--- config.mk ---
export PLATFORM = sky130hd
export DESIGN_NAME = pio_hex_display_ctrl_flat
export DESIGN_NICKNAME = d
export VERILOG_FILES = /design/src/rtl/pio_hex_display_ctrl_if.sv /design/src/rtl/pio_hex_display_ctrl.sv /design/src/flat_wrapper.sv
export SDC_FILE = /design/constraint.sdc
export NUM_CORES = 1
export LEC_CHECK = 0
export ABC_AREA = 1
export BUFFER_PORTS_ARGS = -buffer_cell sky130_fd_sc_hd__buf_2
export CORE_MARGIN = 10
export CORE_UTILIZATION = 26
export CTS_CLUSTER_DIAMETER = 50
export DETAILED_ROUTE_END_ITERATION = 8
export GPL_ROUTABILITY_DRIVEN = 0
export HOLD_SLACK_MARGIN = 0.15
export PLACE_DENSITY = 0.44
export SETUP_SLACK_MARGIN = 0.3
export SYNTH_ARGS = -nofsm -noshare
export SYNTH_HDL_FRONTEND = slang
export SYNTH_SLANG_ARGS = --single-unit
export TNS_END_PERCENT = 5
--- constraint.sdc ---
create_clock -name clk -period 7.5 [get_ports clk]
set_input_delay 1.5 -clock clk [delete_from_list [all_inputs] [get_ports clk]]
set_output_delay 1.5 -clock clk [all_outputs]
set_load 0.02 [all_outputs]
--- src/rtl/pio_hex_display_ctrl_if.sv ---
// Avalon-MM slave bus bundle for pio_hex_display_ctrl.
// Signals:
//   address    - register select (3 bits)
//   chipselect - slave select
//   write_n    - active-low write strobe
//   writedata  - write data (32 bits)
//   readdata   - combinational read data (32 bits)
// Modports: master (bus driver), slave (the display controller).
interface pio_hex_display_ctrl_if;
    logic [2:0]  address;
    logic        chipselect;
    logic        write_n;
    logic [31:0] writedata;
    logic [31:0] readdata;

    modport master (
        output address,
        output chipselect,
        output write_n,
        output writedata,
        input  readdata
    );

    modport slave (
        input  address,
        input  chipselect,
        input  write_n,
        input  writedata,
        output readdata
    );
endinterface

--- src/rtl/pio_hex_display_ctrl.sv ---
// Seven-segment display PIO: raw segment register with atomic set/clear,
// per-digit blinking from a programmable half-period, registered output.
// Optional macro PIO_HEX_DISPLAY_CTRL_HEX_DECODE_EN adds a nibble-to-segment
// decode write port at address 6.
// Ports:
//   clk      - system clock
//   reset    - asynchronous active-high reset
//   bus      - Avalon-MM slave (address/chipselect/write_n/writedata/readdata)
//   out_port - segment drive, digit i at [7i+6:7i], bit0 = segment a
// Register map: 0 DATA, 1 BLINK_MASK, 2 BLINK_HALF, 3 STATUS (RO),
//               4 OUTSET (WO), 5 OUTCLEAR (WO), 6 HEX (WO, optional), 7 reserved.
module pio_hex_display_ctrl #(
    parameter int unsigned NUM_DIGITS     = 4,
    parameter bit          ACTIVE_LOW     = 1'b1,
    parameter int unsigned BLINK_CNT_W    = 26,
    parameter int unsigned BLINK_HALF_RST = 25000000,
    parameter logic [7*NUM_DIGITS-1:0] RESET_DATA = '0
) (
    input  logic                      clk,
    input  logic                      reset,
    pio_hex_display_ctrl_if.slave     bus,
    output logic [7*NUM_DIGITS-1:0]   out_port
);

    localparam int unsigned W = 7 * NUM_DIGITS;
    localparam logic [6:0]  SEG_OFF = ACTIVE_LOW ? 7'h7F : 7'h00;

    localparam logic [2:0] ADDR_DATA     = 3'd0;
    localparam logic [2:0] ADDR_MASK     = 3'd1;
    localparam logic [2:0] ADDR_HALF     = 3'd2;
    localparam logic [2:0] ADDR_STATUS   = 3'd3;
    localparam logic [2:0] ADDR_OUTSET   = 3'd4;
    localparam logic [2:0] ADDR_OUTCLEAR = 3'd5;
    localparam logic [2:0] ADDR_HEX      = 3'd6;

`ifdef PIO_HEX_DISPLAY_CTRL_HEX_DECODE_EN
    localparam logic DECODE_PRESENT = 1'b1;
`else
    localparam logic DECODE_PRESENT = 1'b0;
`endif

    logic [W-1:0]           data_q, data_d;
    logic [NUM_DIGITS-1:0]  mask_q;
    logic [BLINK_CNT_W-1:0] half_q;
    logic [BLINK_CNT_W-1:0] cnt_q;
    logic                   phase_q;
    logic [W-1:0]           out_d;
    logic                   wr;
    logic                   wr_half;
    logic                   unused_wdata;

    assign wr      = bus.chipselect && !bus.write_n;
    assign wr_half = wr && (bus.address == ADDR_HALF);

    // Bits of writedata above the register widths are intentionally dropped.
    assign unused_wdata = ^bus.writedata;

`ifdef PIO_HEX_DISPLAY_CTRL_HEX_DECODE_EN
    // Standard 0-F font, active-high (bit0 = segment a).
    function automatic logic [6:0] hex_font(input logic [3:0] nib);
        logic [6:0] seg;
        case (nib)
            4'h0: seg = 7'h3F;
            4'h1: seg = 7'h06;
            4'h2: seg = 7'h5B;
            4'h3: seg = 7'h4F;
            4'h4: seg = 7'h66;
            4'h5: seg = 7'h6D;
            4'h6: seg = 7'h7D;
            4'h7: seg = 7'h07;
            4'h8: seg = 7'h7F;
            4'h9: seg = 7'h6F;
            4'hA: seg = 7'h77;
            4'hB: seg = 7'h7C;
            4'hC: seg = 7'h39;
            4'hD: seg = 7'h5E;
            4'hE: seg = 7'h79;
            default: seg = 7'h71;
        endcase
        return seg;
    endfunction

    logic [W-1:0] hex_data;

    // One nibble per digit, polarity matched to the board.
    always_comb begin
        hex_data = '0;
        for (int i = 0; i < int'(NUM_DIGITS); i++) begin
            hex_data[7*i +: 7] = ACTIVE_LOW ? ~hex_font(bus.writedata[4*i +: 4])
                                            :  hex_font(bus.writedata[4*i +: 4]);
        end
    end
`endif

    // Next DATA value: plain write, atomic set/clear, optional decode.
    always_comb begin
        data_d = data_q;
        if (wr) begin
            case (bus.address)
                ADDR_DATA:     data_d = bus.writedata[W-1:0];
                ADDR_OUTSET:   data_d = data_q | bus.writedata[W-1:0];
                ADDR_OUTCLEAR: data_d = data_q & ~bus.writedata[W-1:0];
`ifdef PIO_HEX_DISPLAY_CTRL_HEX_DECODE_EN
                ADDR_HEX:      data_d = hex_data;
`endif
                default:       data_d = data_q;
            endcase
        end
    end

    // Register file.
    always_ff @(posedge clk or posedge reset) begin
        if (reset) begin
            data_q <= RESET_DATA;
            mask_q <= '0;
            half_q <= BLINK_CNT_W'(BLINK_HALF_RST);
        end else begin
            data_q <= data_d;
            if (wr && (bus.address == ADDR_MASK)) begin
                mask_q <= bus.writedata[NUM_DIGITS-1:0];
            end
            if (wr_half) begin
                half_q <= bus.writedata[BLINK_CNT_W-1:0];
            end
        end
    end

    // Blink timebase; a BLINK_HALF write restarts the period lit.
    always_ff @(posedge clk or posedge reset) begin
        if (reset) begin
            cnt_q   <= '0;
            phase_q <= 1'b1;
        end else if (wr_half || (half_q == '0)) begin
            cnt_q   <= '0;
            phase_q <= 1'b1;
        end else if (cnt_q == (half_q - BLINK_CNT_W'(1))) begin
            cnt_q   <= '0;
            phase_q <= ~phase_q;
        end else begin
            cnt_q   <= cnt_q + BLINK_CNT_W'(1);
        end
    end

    // Blanked digits show OFF during the dark half of the blink period.
    always_comb begin
        out_d = data_q;
        for (int i = 0; i < int'(NUM_DIGITS); i++) begin
            if (mask_q[i] && !phase_q) begin
                out_d[7*i +: 7] = SEG_OFF;
            end
        end
    end

    always_ff @(posedge clk or posedge reset) begin
        if (reset) begin
            out_port <= RESET_DATA;
        end else begin
            out_port <= out_d;
        end
    end

    // Combinational read mux, independent of chipselect.
    always_comb begin
        bus.readdata = '0;
        case (bus.address)
            ADDR_DATA:   bus.readdata = 32'(data_q);
            ADDR_MASK:   bus.readdata = 32'(mask_q);
            ADDR_HALF:   bus.readdata = 32'(half_q);
            ADDR_STATUS: bus.readdata = {30'd0, DECODE_PRESENT, phase_q};
            default:     bus.readdata = '0;
        endcase
    end

endmodule

--- src/flat_wrapper.sv ---
// flat-port wrapper written by rule: the top's interface ports become plain ports
module pio_hex_display_ctrl_flat 
#(
    parameter int unsigned NUM_DIGITS     = 4,
    parameter bit          ACTIVE_LOW     = 1'b1,
    parameter int unsigned BLINK_CNT_W    = 26,
    parameter int unsigned BLINK_HALF_RST = 25000000,
    parameter logic [7*NUM_DIGITS-1:0] RESET_DATA = '0
)
  (clk, reset, out_port, bus_address, bus_chipselect, bus_write_n, bus_writedata, bus_readdata);
  pio_hex_display_ctrl_if bus_i ();
  input  logic clk;
  input  logic reset;
  output logic [7*NUM_DIGITS-1:0] out_port;
  input wire logic [$bits(bus_i.address)-1:0] bus_address;
  input wire logic [$bits(bus_i.chipselect)-1:0] bus_chipselect;
  input wire logic [$bits(bus_i.write_n)-1:0] bus_write_n;
  input wire logic [$bits(bus_i.writedata)-1:0] bus_writedata;
  output wire logic [$bits(bus_i.readdata)-1:0] bus_readdata;
  assign bus_i.address = bus_address;
  assign bus_i.chipselect = bus_chipselect;
  assign bus_i.write_n = bus_write_n;
  assign bus_i.writedata = bus_writedata;
  assign bus_readdata = bus_i.readdata;
  pio_hex_display_ctrl #(.NUM_DIGITS(NUM_DIGITS), .ACTIVE_LOW(ACTIVE_LOW), .BLINK_CNT_W(BLINK_CNT_W), .BLINK_HALF_RST(BLINK_HALF_RST), .RESET_DATA(RESET_DATA)) u_core (.clk(clk), .reset(reset), .bus(bus_i), .out_port(out_port));
endmodule
# Yosys cells after proc, flatten, opt, wreduce, memory -nomap -nowiden
# Cells that the tools add are included.
# totals
elab_cells,43
in_bits,39
out_inout_bits,60
register_bits,113
# classes
reduce_logical,15
n_eq_ne,6
n_mux,10
add_sub_neg,2
bitwise_logic,4
# ops
cell,count
28-bit case mux with 4 select lines,1
28-bit case mux with 3 select lines,1
26-bit two-way mux,2
28-bit bitwise AND,1
7-bit two-way mux,4
28-bit NOT,1
28-bit OR,1
"26-bit by 1-bit adder with 26-bit output, second input constant",1
26-bit equality test,1
26-bit zero test,1
"26-bit by 1-bit subtractor with 26-bit output, second input constant",1
1-bit logical AND,7
"3-bit by 2-bit equality test with 1-bit output, second input constant",2
"3-bit equality test, second input constant",2
"3-bit by 1-bit equality test with 1-bit output, second input constant",1
3-bit zero test,1
3-bit nonzero test,1
1-bit zero test,2
1-bit two-way mux,2
2-bit AND reduction,1
2-bit nonzero test,1
1-bit logical OR,1
1-bit NOT,1

# Depth between registers and ports, before layout
# depth
ltp_word,5
depth_mapped,17
depth_no_buf,15

# Worst setup path after synthesis
# OpenSTA, ideal clock, no wires.
# synth_path
path_type,input port to output port
from,input port bus_address[1]
to,output port bus_readdata[10]
t_arrival_ns,2.615
stages,5
n_path_buf,2
slack_ns,3.385
path_cell_list,clkbuf_1 > nor2_1 > nand2_1 > clkbuf_1 > o21ai_0
# synth_via
elab_chain_cells,2
# synth_rtl
element,line,rtl
start: declaration,flat_wrapper.sv:15,input wire logic [$bits(bus_i.address)-1:0] bus_address;
3-bit by 2-bit equality test with 1-bit output (tied with other cells),pio_hex_display_ctrl.sv:165,case (bus.address)
28-bit case mux with 4 select lines (*),pio_hex_display_ctrl.sv:165,
end: declaration,flat_wrapper.sv:19,output wire logic [$bits(bus_i.readdata)-1:0] bus_readdata;
# Every way passes the cells marked *; elsewhere a longest branch is shown, timed or not.

# Final worst setup path
# layout_path
from,input port bus_address[2]
to,output port bus_readdata[1]
# Same word-level chain as after synthesis.

==> reports/metrics.cfg <==
[placement]
port_buffers=90
dpl.hpwl_mm=12.9
placed_cells=1120

[floorplanning]
num_rows=55
fp.dieArea_sq_mm=0.0294
fp.dieW_microns=171
ioPinCount=99
initial_utilization_pct=26.4
die_y_microns=171
coreArea_sq_mm=0.0226

[clock_network]
post_cts_buffers=0
cts_tree=yes
numCtsBuffers=17
cts.sinks=113
cts_hold_buf=0
cts_max_level=4
clk_pin_slew_ns=0.06
cts_resized=0
insertion_delay_ns=0.42
cts_root_buffer=clkbuf_16
clk_path_buf_depth=2

[detailed_routing]
drt-pass1-iter-count=4
ant_nets=0
remaining_drc_errors=0
wl_per_cell_microns=15.3
route.vias.total=5129
drt_iter0_drc=267
viasPerCell=4.45
wl_mm=17.7

[worst_setup_path]
crit_top_cell=buf_2
regToRegEndpoint=u_core.cnt_q[24]
crit_path_max_incr_delay_ns=0.68
rrSetupSlack_ns=4.72
crit_arrival_ns=3.17
end_kind=output pin
crit_end=bus_readdata[1]
worst-setup-path-type=in2out
worst-path-buf-inv=3
r2r_cells=15
cp_cell_sequence=buf_2 -> inv_1 -> nand2_1 -> o221ai_1 -> buf_2
path_depth=5
crit_slowest_cell=nand2_1
setup.worst_path.start=bus_address[2]
start_kind=input port
timing.rr.start=u_core.half_q[0]
critical_path_required_ns=6.00
crit_family=simple AND/OR/NAND/NOR gates
crit_fanout=28

[yosys]
synth-edff-count=0
synthFlopType=dfrtp_1
synth_area_sq_mm=0.00596
ys_seq_elements=113
async_reset_ff_share_pct=100
yosysSeqAreaShare_pct=47.7
syn_avg_cell_area_sq_um=7.83
yosysWarnings=0
syn_inst=761
yosysUniqueCellTypes=35

[grt]
track_usage_pct=12.6
met1_usage_pct=16.1
gr-total-overflow=0
grt_max_degree=63
grt.busiest_layer=met2
use_met3_pct=3.53
use_met2_pct=20.0
grt_pass1_vias=5263
antenna_found_initial=0
grt_first_pass_wirelength_mm=28.7

[cells_and_area]
final_cells=1152
area_growth_pct=22.3
antenna_cells=0
fin_nets=895
drive_above_1_share_pct=19.0

[timing]
setup_tns_ns=0
slew_viol_final=0
fin_worst_skew_ns=0.00829
slew_headroom_pct=21.3
fin_crit_ns=4.67
post-route-period-util_pct=62.3
setup_violations=0
worst_slew_pin_slew_ns=1.18
hold_violations=0
clock.fmax_mhz=214
rsz0062_at_grt=false

[flow_run]
cap_violations=0

[outcome]
status=finished, final reports clean

[hold_path]
hold_class=reg2reg

[pwr]
pwr_density_cell_mw_per_mm2=297
peakVddDrop_mv=0.133
power_leakage_nw=3.70

==> worst reg2reg max path, delay by kind of cell (launching register included) <==
family,cells,cell delay (ns)
simple gates,13,1.87
fa+ha+maj,1,0.22
flops,1,0.43
buf+inv,1,0.13
==> power breakdown <==
group,switching (mW),internal [mW],leakage [nW]
clock,0.286,0.547,0.285
combinational,0.333,0.179,2.00
sequential,0.0913,0.732,1.42
total,0.710,1.46,3.70
==> layout by cell type, fill, tap and decap left out, types with 4 or more instances in the layout <==
| master | count |
|---|---|
| dfrtp_1 | 100 |
| o21ai_1 | 7 |
| buf_2 | 90 |
| xor2_1 | 34 |
| inv_1 | 112 |
| nand2_2 | 4 |
| clkbuf_16 | 17 |
| a21oi_1 | 30 |
| nor2_1 | 86 |
| clkinvlp_4 | 4 |
| nand4_1 | 11 |
| buf_4 | 5 |
| nand2_1 | 175 |
| dfstp_2 | 13 |
| nand3_1 | 27 |
| o21ai_0 | 40 |
| conb_1 | 4 |
| o22ai_1 | 45 |
| nor3_1 | 6 |
| xnor2_1 | 7 |
| nor2_2 | 18 |
==> state kept, by name, indices dropped and copies added (netlist names) <==
name	cells
u_core.data_q	28
u_core.out_port	28
u_core.phase_q	1
u_core.half_q	26
u_core.cnt_q	26
u_core.mask_q	4
==> routing by layer <==
layer  share of wire [%]  vias to the layer above
met5                   0                        -
met4                 1.2                        0
li1                    -                     2610
met3                 5.2                       14
met2                  47                      116
met1                  47                     2389
==> stage by stage <==
stage	hold WS (ns)	cell area [sq um]	util, %	worst slack (ns)	power [mW]
floorplan	0.432	5970	-	3.03	1.19
global placement	0.449	6680	29.6	2.87	1.35
detailed placement	0.451	6680	29.6	2.87	1.35
CTS	0.465	7290	32.3	2.86	2.20
global route	0.490	7290	32.3	2.69	2.31
finish	0.463	7290	32.3	2.83	2.17
==> Yosys cell counts (all sizes together) (2+ instances only) <==
master,number,share of area [%]
a21oi,30,2.5
o21ai,47,3.9
o221ai,2,0.29
nor3,6,0.50
nand4,11,1.2
inv,114,7.2
nand3b,3,0.38
o22ai,45,4.7
nor2,107,7.8
xor2,34,5.0
nand3,27,2.3
dfstp,13,5.7
dfrtp,100,42
nor4,2,0.21
nand2,180,12
xnor2,7,1.0
ha,2,0.42
buf,8,1.3
clkbuf,16,1.0
==> worst min-delay path by stage <==
stage / start / endpoint / slack, ns / cells after the start
after floorplan: u_core.data_q[10] / u_core.out_port[10] / 0.43 / 2
after detailed placement: u_core.data_q[10] / u_core.out_port[10] / 0.45 / 2
after global placement: u_core.data_q[7] / u_core.out_port[7] / 0.45 / 2
after global routing: u_core.data_q[27] / u_core.out_port[27] / 0.49 / 2
final: u_core.data_q[9] / u_core.out_port[9] / 0.46 / 2
after CTS: u_core.data_q[9] / u_core.out_port[9] / 0.46 / 2
==> cell families after synthesis <==
logic type                 share of synthesized area, %
and+or+nand+nor                                    24.2
buffers and inverters                              9.49
AOI/OAI and AO/OA                                  12.1
DFF                                                47.7
xor gates and xnor gates                           6.03
adders and majority gates                         0.420
other                                            0.0629
==> area by class of cell <==
type / instances / area [sq um]
multi-input combinational: 513 / 2560
timing repair buffer: 95 / 488
tap: 285 / 357
inverter: 114 / 430
clock buffer: 23 / 478
fill: 2437 / 15300
clock inverter: 9 / 130
sequential: 113 / 2840
Power figures use the tool's default switching activity.
